$ cat src/rtl/mult_div_unit_if.sv
// Handshake and result bus between the multicycle control unit and the
// iterative multiply/divide unit.
interface mult_div_unit_if #(
  parameter int WIDTH = 32
);
  logic                    MultCtrl;
  logic                    DivCtrl;
  logic signed [WIDTH-1:0] A;
  logic signed [WIDTH-1:0] B;
  logic        [WIDTH-1:0] HI;
  logic        [WIDTH-1:0] LO;
  logic                    Busy;
  logic                    Done;
  logic                    DivZero;

  modport master (
    output MultCtrl, DivCtrl, A, B,
    input  HI, LO, Busy, Done, DivZero
  );

  modport slave (
    input  MultCtrl, DivCtrl, A, B,
    output HI, LO, Busy, Done, DivZero
  );
endinterface

$ cat src/rtl/mult_div_unit.sv
// Iterative signed multiply (radix-2 Booth) and restoring divide feeding HI/LO.
// One iteration per cycle, WIDTH iterations per operation.
module mult_div_unit #(
  parameter int WIDTH = 32
) (
  input  logic           clk,
  input  logic           reset,
  mult_div_unit_if.slave bus
);
  localparam int CNT_W = (WIDTH > 1) ? $clog2(WIDTH) : 1;

  typedef enum logic [1:0] {IDLE, MULT, DIV, DONE} state_t;

  state_t                  state_q, state_d;
  logic [CNT_W-1:0]        cnt_q, cnt_d;
  // Booth accumulator / division remainder; one guard bit keeps -2^(W-1) from overflowing
  logic signed [WIDTH:0]   acc_q, acc_d;
  logic [WIDTH-1:0]        mpl_q, mpl_d;
  logic                    booth_q, booth_d;
  logic [WIDTH-1:0]        opnd_q, opnd_d;
  logic                    negq_q, negq_d;
  logic                    negr_q, negr_d;
  logic [WIDTH-1:0]        hi_q, hi_d;
  logic [WIDTH-1:0]        lo_q, lo_d;
  logic                    busy_q, busy_d;
  logic                    done_q, done_d;
  logic                    divzero_q, divzero_d;

  logic signed [WIDTH:0]   mcand_x;
  logic signed [WIDTH:0]   booth_sum;
  logic        [WIDTH:0]   rem_sh;
  logic        [WIDTH:0]   rem_diff;

  function automatic logic [WIDTH-1:0] neg_if(input logic neg, input logic [WIDTH-1:0] v);
    return neg ? (~v + WIDTH'(1)) : v;
  endfunction

  function automatic logic [WIDTH-1:0] mag(input logic signed [WIDTH-1:0] v);
    return neg_if(v[WIDTH-1], v);
  endfunction

  always_comb begin
    mcand_x = $signed({opnd_q[WIDTH-1], opnd_q});
    case ({mpl_q[0], booth_q})
      2'b01:   booth_sum = acc_q + mcand_x;
      2'b10:   booth_sum = acc_q - mcand_x;
      default: booth_sum = acc_q;
    endcase
    rem_sh   = {acc_q[WIDTH-1:0], mpl_q[WIDTH-1]};
    rem_diff = rem_sh - {1'b0, opnd_q};
  end

  always_comb begin
    state_d   = state_q;
    cnt_d     = cnt_q;
    acc_d     = acc_q;
    mpl_d     = mpl_q;
    booth_d   = booth_q;
    opnd_d    = opnd_q;
    negq_d    = negq_q;
    negr_d    = negr_q;
    hi_d      = hi_q;
    lo_d      = lo_q;
    busy_d    = busy_q;
    done_d    = 1'b0;
    divzero_d = 1'b0;

    case (state_q)
      IDLE: begin
        busy_d = 1'b0;
        if (bus.MultCtrl) begin
          state_d = MULT;
          cnt_d   = CNT_W'(WIDTH - 1);
          acc_d   = '0;
          mpl_d   = bus.B;
          booth_d = 1'b0;
          opnd_d  = bus.A;
          busy_d  = 1'b1;
        end else if (bus.DivCtrl) begin
          if (bus.B != '0) begin
            state_d = DIV;
            cnt_d   = CNT_W'(WIDTH - 1);
            acc_d   = '0;
            mpl_d   = mag(bus.A);
            booth_d = 1'b0;
            opnd_d  = mag(bus.B);
            negq_d  = bus.A[WIDTH-1] ^ bus.B[WIDTH-1];
            negr_d  = bus.A[WIDTH-1];
            busy_d  = 1'b1;
          end else begin
            divzero_d = 1'b1;
          end
        end
      end

      MULT: begin
        acc_d            = booth_sum >>> 1;
        {mpl_d, booth_d} = {booth_sum[0], mpl_q};
        cnt_d            = cnt_q - CNT_W'(1);
        if (cnt_q == '0) begin
          state_d = DONE;
          cnt_d   = '0;
          hi_d    = acc_d[WIDTH-1:0];
          lo_d    = mpl_d;
          done_d  = 1'b1;
        end
      end

      DIV: begin
        // Quotient bits shift in at the bottom of mpl as the dividend shifts out the top
        if (!rem_diff[WIDTH]) begin
          acc_d = $signed({1'b0, rem_diff[WIDTH-1:0]});
          mpl_d = {mpl_q[WIDTH-2:0], 1'b1};
        end else begin
          acc_d = $signed({1'b0, rem_sh[WIDTH-1:0]});
          mpl_d = {mpl_q[WIDTH-2:0], 1'b0};
        end
        cnt_d = cnt_q - CNT_W'(1);
        if (cnt_q == '0) begin
          state_d = DONE;
          cnt_d   = '0;
          lo_d    = neg_if(negq_q, mpl_d);
          hi_d    = neg_if(negr_q, acc_d[WIDTH-1:0]);
          done_d  = 1'b1;
        end
      end

      DONE: begin
        state_d = IDLE;
        busy_d  = 1'b0;
      end

      default: begin
        state_d = IDLE;
        busy_d  = 1'b0;
      end
    endcase
  end

  always_ff @(posedge clk) begin
    if (reset) begin
      state_q   <= IDLE;
      cnt_q     <= '0;
      acc_q     <= '0;
      mpl_q     <= '0;
      booth_q   <= 1'b0;
      opnd_q    <= '0;
      negq_q    <= 1'b0;
      negr_q    <= 1'b0;
      hi_q      <= '0;
      lo_q      <= '0;
      busy_q    <= 1'b0;
      done_q    <= 1'b0;
      divzero_q <= 1'b0;
    end else begin
      state_q   <= state_d;
      cnt_q     <= cnt_d;
      acc_q     <= acc_d;
      mpl_q     <= mpl_d;
      booth_q   <= booth_d;
      opnd_q    <= opnd_d;
      negq_q    <= negq_d;
      negr_q    <= negr_d;
      hi_q      <= hi_d;
      lo_q      <= lo_d;
      busy_q    <= busy_d;
      done_q    <= done_d;
      divzero_q <= divzero_d;
    end
  end

  assign bus.HI      = hi_q;
  assign bus.LO      = lo_q;
  assign bus.Busy    = busy_q;
  assign bus.Done    = done_q;
  assign bus.DivZero = divzero_q;
endmodule

$ cat src/flat_wrapper.sv
// flat-port wrapper written by rule: the top's interface ports become plain ports
module mult_div_unit_flat 
#(
  parameter int WIDTH = 32
)
  (clk, reset, bus_MultCtrl, bus_DivCtrl, bus_A, bus_B, bus_HI, bus_LO, bus_Busy, bus_Done, bus_DivZero);
  mult_div_unit_if #(.WIDTH(WIDTH)) bus_i ();
  input  logic clk;
  input  logic reset;
  input wire logic [$bits(bus_i.MultCtrl)-1:0] bus_MultCtrl;
  input wire logic [$bits(bus_i.DivCtrl)-1:0] bus_DivCtrl;
  input wire logic [$bits(bus_i.A)-1:0] bus_A;
  input wire logic [$bits(bus_i.B)-1:0] bus_B;
  output wire logic [$bits(bus_i.HI)-1:0] bus_HI;
  output wire logic [$bits(bus_i.LO)-1:0] bus_LO;
  output wire logic [$bits(bus_i.Busy)-1:0] bus_Busy;
  output wire logic [$bits(bus_i.Done)-1:0] bus_Done;
  output wire logic [$bits(bus_i.DivZero)-1:0] bus_DivZero;
  assign bus_i.MultCtrl = bus_MultCtrl;
  assign bus_i.DivCtrl = bus_DivCtrl;
  assign bus_i.A = bus_A;
  assign bus_i.B = bus_B;
  assign bus_HI = bus_i.HI;
  assign bus_LO = bus_i.LO;
  assign bus_Busy = bus_i.Busy;
  assign bus_Done = bus_i.Done;
  assign bus_DivZero = bus_i.DivZero;
  mult_div_unit #(.WIDTH(WIDTH)) u_core (.clk(clk), .reset(reset), .bus(bus_i));
endmodule
$ cat config.mk
export PLATFORM = sky130hd
export DESIGN_NAME = mult_div_unit_flat
export DESIGN_NICKNAME = d
export VERILOG_FILES = /design/src/rtl/mult_div_unit_if.sv /design/src/rtl/mult_div_unit.sv /design/src/flat_wrapper.sv
export SDC_FILE = /design/constraint.sdc
export NUM_CORES = 1
export LEC_CHECK = 0
export CORE_ASPECT_RATIO = 1.25
export CORE_MARGIN = 3
export CORE_UTILIZATION = 28
export DETAILED_ROUTE_END_ITERATION = 8
export DONT_BUFFER_PORTS = 1
export GPL_TIMING_DRIVEN = 1
export SLEW_MARGIN = 40
export SYNTH_ARGS = -nofsm -noshare
export SYNTH_HDL_FRONTEND = slang
export SYNTH_SLANG_ARGS = --single-unit
$ cat constraint.sdc
create_clock -name clk -period 6.81 [get_ports clk]
set_clock_uncertainty 0.2 [all_clocks]
set_input_delay 1.362 -clock clk [delete_from_list [all_inputs] [get_ports clk]]
set_output_delay 1.362 -clock clk [all_outputs]
set_load 0.01 [all_outputs]
==> results of run 1 <==
## state kept, by name, summed over array words and instances (netlist names)
| signal | flops |
|---|---|
| u_core.acc_q | 33 |
| u_core.bus.HI | 32 |
| u_core.bus.LO | 32 |
| u_core.mpl_q | 32 |
| u_core.opnd_q | 32 |
| u_core.cnt_q | 5 |
| u_core.state_q | 2 |
| u_core.booth_q | 1 |
| u_core.bus.Busy | 1 |
| u_core.bus.DivZero | 1 |
| u_core.bus.Done | 1 |
| u_core.negq_q | 1 |
| u_core.negr_q | 1 |
## per-layer routing
metal | vias to the layer above | global-route usage, %
met4 | 0 | 8.45
met1 | 7822 | 22.6
met5 | - | 0
met2 | 573 | 36.4
met3 | 123 | 2.92
li1 | 7872 | -
## critical path: stages (launching register included)
cell	delay, ns
dfxtp_1	0.39
inv_1	0.12
ha_1	0.46
a211o_1	0.34
a21oi_1	0.17
nand2_1	0.08
a41o_1	0.28
or4_4	0.50
and3_4	0.20
inv_1	0.22
nor2_1	0.08
a21oi_1	0.23
ha_1	0.25
nand2_1	0.07
or3_1	0.35
nor3_1	0.19
mux2i_2	0.20
nor4b_4	0.47
a41oi_1	0.20
xor2_1	0.21
mux2i_1	0.10
a211oi_1	0.24
## worst min-delay path by stage
| stage | slack, ns | to | cells after the start | start |
|---|---|---|---|---|
| 2_1_floorplan | 0.25 | u_core.acc_q[32] | 2 | u_core.acc_q[32] |
| 3_3_place_gp | 0.25 | u_core.acc_q[32] | 2 | u_core.acc_q[32] |
| 3_5_place_dp | 0.26 | u_core.acc_q[32] | 2 | u_core.acc_q[32] |
| 4_1_cts | 0.27 | u_core.acc_q[32] | 2 | u_core.acc_q[32] |
| 5_1_grt | 0.30 | u_core.acc_q[32] | 2 | u_core.acc_q[32] |
| 6_report | 0.28 | u_core.acc_q[32] | 2 | u_core.acc_q[32] |
## stage by stage
stage / util (%) / power (W) / hold WS, ns / cells / setup WS (ns)
after global routing: 30.7 / 0.00699 / 0.296 / 2871 / 0.795
after detailed placement: 29.6 / 0.00545 / 0.263 / 2839 / 1.28
final: 30.7 / 0.00653 / 0.282 / 2871 / 1.17
after floorplan: - / 0.00434 / 0.248 / 2238 / 1.45
after CTS: 30.6 / 0.00651 / 0.274 / 2871 / 1.24
after global placement: 29.5 / 0.00540 / 0.252 / 2838 / 1.31
## cell type report
cell class	instances	area share [%]
clock inverters	14	1.04
clock buffers	18	2.53
well taps	735	5.42
flip-flops and latches	174	20.5
repair buffers	23	1.06
inverters	67	1.48
multi-input cells	1840	68.0
## power by group
| group | switching (W) | internal [W] | total [W] |
|---|---|---|---|
| Sequential | 0.000425 | 0.00126 | 0.00169 |
| Clock | 0.000485 | 0.000555 | 0.00104 |
| Combinational | 0.00244 | 0.00135 | 0.00380 |
| Total | 0.00335 | 0.00317 | 0.00653 |
## logic make-up after synthesis
kind of cell,after synthesis,share of synthesized area (%)
and+or+nand+nor,796,22.9
muxes,45,2.96
buffers and inverters,224,5.52
adders and majority gates,78,6.26
DFF,174,22.0
AOI/OAI and AO/OA,734,30.0
xor gates and xnor gates,187,10.3
## cells in the final DEF (no fill, tap or decap), types with 62 or more instances in the layout
master,n
inv_1,67
o21ai_0,174
dfxtp_1,173
nor2_1,232
a211oi_1,62
a21oi_1,208
xnor2_1,66
nand2_1,298
xor2_1,121
ha_1,74
==> results by group, run 1 <==
Clock tree
  – Post-CTS setup buffers: 0
  – Clk sinks: 174
  – Post-CTS Resized: 0
  – Cts bufs inserted: 17
  – Root Buffer: clkbuf_16
  – Clk_lat worst skew: 0.47 ns
  – Cts hold-fix bufs: 0
  – H-Tree Depth: 4
  – Clock buffer depth: 2
  – Worst-path clk slew: 0.08 ns
  – CTS tree: built

Worst setup path
  – Startpoint Class: flip-flop
  – Reg2reg start: u_core.opnd_q[17]
  – Critical Path AT: 5.82 ns
  – Critical path class: reg -> reg
  – Origin of the worst setup path: u_core.opnd_q[17]
  – Critical Path RT: 7.00 ns
  – CP Max Fanout: 12
  – Crit end category: flip-flop
  – Worst setup path endpoint: u_core.bus.HI[26]
  – FF-to-FF path depth: 21
  – Reg-to-Reg End: u_core.bus.HI[26]
  – FF-to-FF setup slack: 1.17 ns

Finish
  – Post-route cell area: 17,000 sq um
  – Multi-input gate area in the final layout: 11,500 sq um
  – Final net count: 2,269
  – Reg area: 3480 sq um
  – Layout cell share with drive strength beyond 1: 4.78%
  – Antenna diodes: 0
  – Filler cell count: 6,023
  – P&R area growth vs syn: 7.25%

Routing
  – Met2 WL: 31,500 um
  – Met3 WL: 3230 um
  – Total wire length: 60,500 um
  – Initial drt markers: 1,492
  – Vias per cell: 5.71
  – DR vias: 16.4k
  – Highest routed metal layer: met4
  – Post-Route M1 WL: 23,200 um
  – DRT Pass-1 Iters: 6
  – DR DRC count: 0
  – DRT antenna net count: 0
  – Wire length per cell: 21.1 um

Logic synthesis
  – Cell area after synthesis: 15,800 sq um
  – Area share of the largest cell type after synthesis: 22.0%
  – Syn Nets: 2,384
  – Most frequent cell after synthesis: nand2_1
  – Post-synth EDFFs: 0
  – Register area share after synthesis: 22.0%
  – Yosys cell types: 83
  – Main flop type after synthesis: dfxtp_1
  – Post-synth top cells: 298 x nand2_1, 233 x nor2_1, 208 x a21oi_1
  – Synth top area cells: dfxtp_1 22%, nand2_1 7.1%, xor2_1 6.7%
  – Synth warn: 0
  – Mean Syn Cell Area: 7.07 sq um
  – Cells after Synth: 2,238
  – Synth async-reset ratio: 0%
  – Synth area leader: dfxtp_1
  – Seq cells post-synth: 174

Timing
  – Slew @ Worst Pin: 0.776 ns
  – Fmax: 177 MHz
  – Fin. Hold Viols: 0
  – Setup violation total in the final timing report: 0
  – Post-route setup TNS: 0 ns
  – Max transition margin: 46.8%
  – RSZ-0062 raised after global routing: no
  – Final Max Slew Viols: 0
  – Crit share post-route: 82.7%
  – Min Tclk post-route: 5.64 ns

Power
  – Leakage power: 6.33 nW
  – Worst vdd ir: 0.173 mV
  – PwrDens: 384 nW/um^2

Die
  – # rows: 96
  – Initial Utilization: 28.6%
  – Die W: 219 um
  – Die ar.: 59,400 sq um
  – Num ports: 135
  – Die height: 272 um
  – Core area: 55,400 sq um

Global routing
  – Vias in the first global route: 15.6k
  – Global-route wire length before repair: 92,300 um
  – Largest net degree at the start of global routing: 174
  – GRT Residual Overflow: 0
  – Initial antenna violation count: 0
  – GR Util All Layers: 19.8%

Outcome
  – Outcome: completed

Min path
  – Hold Crit Class: reg -> reg

Placed design
  – PortBufs: 0
  – Hpwl dp: 46,800 um
  – GPL Wtd Cong: 0.920
  – Area after DPL: 16,400 sq um

Run
  – Max-capacitance violation count: 0
Note: power is estimated with default switching activity, not from simulation.
==> run 2, diff against run 1 <==
clock period = 5.6 ns   (was 6.81 ns; I/O delays follow)
==> run 2 against run 1 <==
Compared with the run above:
- combinational power up 28%
- fmax up 7.2%
- sequential share of layout area decreased by 0.54 points
- register-to-register slack worse by 0.83 ns
- power up 25%
- global-route usage is 0.69 points higher
- via count up 1.5%
- sequential power rose by 19%
- largest cell class unchanged
==> results by group, run 2 (synthesized netlist as in run 1, its figures left out) <==
Power
  – Worst vdd ir: 0.250 mV
  – Leakage power: 6.63 nW
  – Pwr Total: 0.00814 W
  – PwrDens: 467 nW/um^2

Clock tree
  – Root Buffer: clkbuf_16
  – H-Tree Depth: 4
  – Post-CTS setup buffers: 0
  – Cts bufs inserted: 17
  – Post-CTS Resized: 0
  – Clock buffer depth: 2
  – CTS tree: built
  – Clk sinks: 174
  – Worst-path clk slew: 0.08 ns
  – Clk_lat worst skew: 0.47 ns
  – Cts hold-fix bufs: 0

Global routing
  – Vias in the first global route: 15.6k
  – Global-route wire length before repair: 94,100 um
  – Largest net degree at the start of global routing: 174
  – M3 GR Usage: 3.31%
  – Busiest grt layer: met2
  – Initial antenna violation count: 0
  – GRT Residual Overflow: 0
  – GR Util All Layers: 20.5%
  – M1 GR Usage: 23.7%
  – GRT met2 Usage: 36.4%

Timing
  – Slew @ Worst Pin: 0.809 ns
  – Max transition margin: 45.5%
  – Post-route setup TNS: 0 ns
  – Setup violation total in the final timing report: 0
  – Crit share post-route: 93.8%
  – Fmax: 190 MHz
  – Final Max Slew Viols: 0
  – RSZ-0062 raised after global routing: no
  – Fin. Hold Viols: 0
  – Min Tclk post-route: 5.25 ns

Worst setup path
  – Crit end category: flip-flop
  – Critical path class: reg -> reg
  – FF-to-FF setup slack: 0.35 ns
  – Reg2reg start: u_core.opnd_q[2]
  – CP peak stage delay: 0.54 ns
  – FF-to-FF path depth: 20
  – Reg-to-Reg End: u_core.bus.HI[28]
  – Critical-path top delay cell: or4_4
  – Critical Path AT: 5.44 ns
  – CP Max Fanout: 6
  – Critical-path cell list: inv_1 -> ha_1 -> nor2b_4 -> o31a_4 -> o21ai_2 -> a21boi_2 -> or4_4 -> and3_4 -> inv_1 -> nor2_1 -> a21oi_1 -> ha_1 -> nand2_1 -> or3_1 -> nor3_1 -> mux2i_2 -> nor4b_4 -> nand4_1 -> mux2_1 -> a221oi_2
  – Startpoint Class: flip-flop
  – Delay-heaviest family, CP: simple AND/OR/NAND/NOR gates
  – Worst Path Buf+Inv: 2
  – Critical Path RT: 5.78 ns

Finish
  – Final net count: 2,325
  – Final core utilization: 31.5%
  – Reg area: 3490 sq um
  – Antenna diodes: 0
  – P&R area growth vs syn: 10.2%
  – Layout cell share with drive strength beyond 1: 7.25%
  – Largest register FFs: 33
  – Commonest non-fill, non-tap cell in the layout: nand2_1
  – Filler cell count: 5,950
  – Post-route cell area: 17,400 sq um
  – Commonest cells after routing, fill and taps aside: 298 x nand2_1, 232 x nor2_1, 208 x a21oi_1, 173 x o21ai_0, 172 x dfxtp_1
  – Multi-input gate area in the final layout: 11,500 sq um
  – Reg with most FFs: u_core.acc_q

Min path
  – Min-delay src: u_core.acc_q[32]
  – Hold Crit Endpoint: u_core.acc_q[32]
  – Hold Crit Class: reg -> reg
  – Hold path cells: 2

Placed design
  – GPL Wtd Cong: 0.943
  – Hpwl dp: 48,900 um
  – PortBufs: 0
  – Area after DPL: 16,800 sq um

Die
  – Num ports: 135
  – Core area: 55,400 sq um
  – Die W: 219 um
  – Die ar.: 59,400 sq um
  – Die height: 272 um
  – Initial Utilization: 28.6%
  – # rows: 96

Routing
  – Initial drt markers: 1,523
  – Vias per cell: 5.68
  – DRT antenna net count: 0
  – Total wire length: 62,500 um
  – DRT Pass-1 Iters: 5
  – Wire length per cell: 21.3 um
  – DR vias: 16.6k
  – DR DRC count: 0

Run
  – Max-capacitance violation count: 0

Outcome
  – Outcome: completed
==> run 2: cell types whose count changed in the layout (fill, tap and decap cells not counted), moves of 2 or more <==
cell      delta
buf_12       +2
buf_4       +54
clkinv_4     -3
clkinv_8     +2
inv_8        +2
==> run 2: area by class of cell <==
type | instances | area share, %
clock buffers | 17 | 2.44
clock inverters | 15 | 1.10
inverters | 67 | 1.44
multi-input cells | 1840 | 66.1
flip-flops and latches | 174 | 20.0
well taps | 735 | 5.27
repair buffers | 79 | 3.66
==> run 2: power by group <==
| part | switching (W) | total [W] | leakage (nW) | internal (W) |
|---|---|---|---|---|
| clock | 0.000637 | 0.00128 | 0.298 | 0.000647 |
| sequential | 0.000471 | 0.00201 | 1.42 | 0.00154 |
| combinational | 0.00309 | 0.00485 | 4.91 | 0.00177 |
| total | 0.00419 | 0.00814 | 6.63 | 0.00395 |
==> run 2: how the worst max path moves through the flow <==
stage	from	endpoint	slack, ns	cells past startpoint
2_1_floorplan	u_core.opnd_q[27]	u_core.bus.HI[28]	0.24	24
3_3_place_gp	u_core.opnd_q[1]	u_core.bus.HI[27]	0.35	22
3_5_place_dp	u_core.opnd_q[25]	u_core.bus.HI[28]	0.35	19
4_1_cts	u_core.opnd_q[25]	u_core.bus.HI[28]	0.31	20
5_1_grt	u_core.opnd_q[6]	u_core.bus.HI[27]	0.006	20
6_report	u_core.opnd_q[2]	u_core.bus.HI[28]	0.35	20
==> run 2: layer usage <==
| metal | vias to the layer above | part of all wire, % |
|---|---|---|
| li1 | 7991 | - |
| met1 | 7964 | 39 |
| met2 | 526 | 50 |
| met3 | 152 | 5.5 |
| met4 | 0 | 5.5 |
| met5 | - | 0 |
==> run 2: worst reg2reg max path: cells and delay by family, from the launching register on <==
| family | cells | cell delay [ns] |
|---|---|---|
| and+or+nand+nor | 9 | 2.13 |
| AOI/OAI and AO/OA | 5 | 1.07 |
| adders and majority gates | 2 | 0.61 |
| muxes | 2 | 0.52 |
| DFF | 1 | 0.38 |
| buffers and inverters | 2 | 0.23 |
==> run 2: per-stage QoR <==
| stage | cells | setup slack [ns] | hold slack [ns] |
|---|---|---|---|
| after global routing | 2927 | 0.00575 | 0.284 |
| after floorplan | 2238 | 0.236 | 0.248 |
| after global placement | 2893 | 0.351 | 0.252 |
| after CTS | 2927 | 0.310 | 0.268 |
| final | 2927 | 0.345 | 0.269 |
| after detailed placement | 2895 | 0.355 | 0.257 |
==> run 3, diff against run 2 <==
clock period = 6.33 ns   (was 5.6 ns; I/O delays follow)
==> run 3 against run 2 <==
Compared with the run above:
- clock power down 14%
- sequential cell count unchanged
- combinational power down 16%
- worst hold slack worse by 0.00065 ns
- final area down 2.7%
- non-clock buffer count down 55
- count of clock-buffer cells in the layout unchanged
- power down 14%
- core utilization down 0.87 points
- sequential power down 11%
- first-iteration DRC count down 8.7%
- largest power group unchanged
==> results by group, run 3 (synthesized netlist as in run 1, its figures left out) <==
Clock tree
  – Cts hold-fix bufs: 0
  – Post-CTS Resized: 0
  – Clk_lat worst skew: 0.46 ns
  – H-Tree Depth: 4
  – Clock buffer depth: 2
  – Cts bufs inserted: 17
  – CTS tree: built
  – Clk sinks: 174
  – Root Buffer: clkbuf_16
  – Worst-path clk slew: 0.07 ns
  – Post-CTS setup buffers: 0

Global routing
  – Largest net degree at the start of global routing: 174
  – Initial antenna violation count: 0
  – Global-route wire length before repair: 90,700 um
  – GR Util All Layers: 19.6%
  – Vias in the first global route: 15.4k
  – GRT Residual Overflow: 0

Routing
  – Vias per cell: 5.68
  – DRT antenna net count: 0
  – DRT Pass-1 Iters: 8
  – Met2 WL: 30,500 um
  – Met3 WL: 3170 um
  – Highest routed metal layer: met4
  – Total wire length: 59,700 um
  – Initial drt markers: 1,391
  – DR vias: 16.3k
  – Wire length per cell: 20.8 um
  – Post-Route M1 WL: 23,100 um
  – DR DRC count: 0

Power
  – P_int: 0.00339 W
  – Leakage power: 6.34 nW
  – Share of power burned in registers: 25.6%
  – Clock Power Share: 15.8%
  – PwrDens: 412 nW/um^2
  – Worst vdd ir: 0.189 mV
  – Comb pwr share: 58.6%
  – Sw frac: 51.6%
  – Sw Pwr: 0.00360 W

Finish
  – Filler cell count: 6,045
  – Final core utilization: 30.6%
  – Antenna diodes: 0
  – Commonest non-fill, non-tap cell in the layout: nand2_1
  – Final net count: 2,270
  – Reg with most FFs: u_core.acc_q
  – Layout cell share with drive strength beyond 1: 4.73%
  – Commonest cells after routing, fill and taps aside: 298 x nand2_1, 232 x nor2_1, 208 x a21oi_1, 173 x o21ai_0, 173 x dfxtp_1
  – P&R area growth vs syn: 7.17%
  – Largest register FFs: 33

Placed design
  – Hpwl dp: 46,200 um
  – GPL Wtd Cong: 0.914
  – PortBufs: 0

Timing
  – Final Max Slew Viols: 0
  – Post-route setup TNS: 0 ns
  – Setup violation total in the final timing report: 0
  – Slew @ Worst Pin: 0.820 ns
  – Crit share post-route: 88.4%
  – Min Tclk post-route: 5.60 ns
  – RSZ-0062 raised after global routing: no
  – Max transition margin: 44.8%
  – Fmax: 179 MHz
  – Fin. Hold Viols: 0

Worst setup path
  – Crit end category: flip-flop
  – Critical path class: reg -> reg
  – Startpoint Class: flip-flop
  – Critical Path RT: 6.51 ns
  – CP peak stage delay: 0.46 ns
  – Critical-path top delay cell: nor4b_4
  – Worst Path Buf+Inv: 3
  – Delay-heaviest family, CP: simple AND/OR/NAND/NOR gates
  – Critical Path AT: 5.77 ns
  – Critical-path cell list: inv_1 -> ha_1 -> a21oi_1 -> o21ai_1 -> a221oi_1 -> mux2_2 -> a31oi_1 -> and3_4 -> inv_1 -> buf_4 -> a21oi_1 -> ha_1 -> nand2_1 -> or3_1 -> nor3_1 -> mux2i_2 -> nor4b_4 -> nand4_1 -> mux2_1 -> a221oi_2
  – FF-to-FF setup slack: 0.73 ns
  – CP Max Fanout: 10

Min path
  – Hold Crit Class: reg -> reg

Die
  – Die ar.: 59,400 sq um
  – Die W: 219 um
  – Initial Utilization: 28.6%
  – Die height: 272 um
  – Num ports: 135
  – # rows: 96
  – Core area: 55,400 sq um

Run
  – Max-capacitance violation count: 0

Outcome
  – Outcome: completed
-- run 3: cell types whose count changed in the layout (fill, tap and decap cells not counted), sizes merged --
cell      change
clkinvlp      -1
inv           +1
buf          -55
-- run 3: cell type report --
| cell class | instances | area [sq um] | share of cell area [%] |
|---|---|---|---|
| Clock buffer | 17 | 425 | 2.51 |
| Clock inverter | 15 | 169 | 0.996 |
| Inverter | 67 | 251 | 1.48 |
| Multi-Input combinational cell | 1840 | 11500 | 67.9 |
| Sequential cell | 174 | 3480 | 20.5 |
| Tap cell | 735 | 920 | 5.42 |
| Timing Repair Buffer | 24 | 195 | 1.15 |
-- run 3: per-layer routing --
metal | global-route usage (%) | vias up
li1 | - | 7880
met1 | 22.2 | 7779
met2 | 35.3 | 525
met3 | 3.39 | 122
met4 | 9.13 | 0
met5 | 0 | -
-- run 3: worst min-delay path: cells and delay by family (launching register included) --
kind            cells  cell delay [ns]
compound gates      1             0.05
simple gates        1             0.05
flops               1             0.32
-- run 3: power by group through the flow --
stage | logic, W | clock network (W) | registers (W)
floorplan | 0.00306 | 0 | 0.00161
global placement | 0.00398 | 0 | 0.00180
detailed placement | 0.00404 | 0 | 0.00181
CTS | 0.00406 | 0.00113 | 0.00179
global route | 0.00449 | 0.00117 | 0.00183
finish | 0.00409 | 0.00110 | 0.00179
-- run 3: metrics by stage --
| stage | instances | cell area [sq um] | setup WS [ns] | hold slack (ns) | power, W |
|---|---|---|---|---|---|
| after floorplan | 2238 | 15800 | 0.966 | 0.248 | 0.00467 |
| after global placement | 2838 | 16300 | 0.972 | 0.258 | 0.00578 |
| after detailed placement | 2840 | 16400 | 0.842 | 0.255 | 0.00585 |
| after CTS | 2872 | 17000 | 0.819 | 0.265 | 0.00698 |
| after global routing | 2872 | 17000 | 0.301 | 0.290 | 0.00748 |
| final | 2872 | 17000 | 0.733 | 0.269 | 0.00699 |
-- run 3: path summary, 6_finish.rpt --
check | from | to | depth (start not counted)
max | u_core.opnd_q[27] | u_core.bus.HI[28] | 20
min | u_core.acc_q[32] | u_core.acc_q[32] | 2
max reg2reg | u_core.opnd_q[27] | u_core.bus.HI[28] | 20
min reg2reg | u_core.acc_q[32] | u_core.acc_q[32] | 2
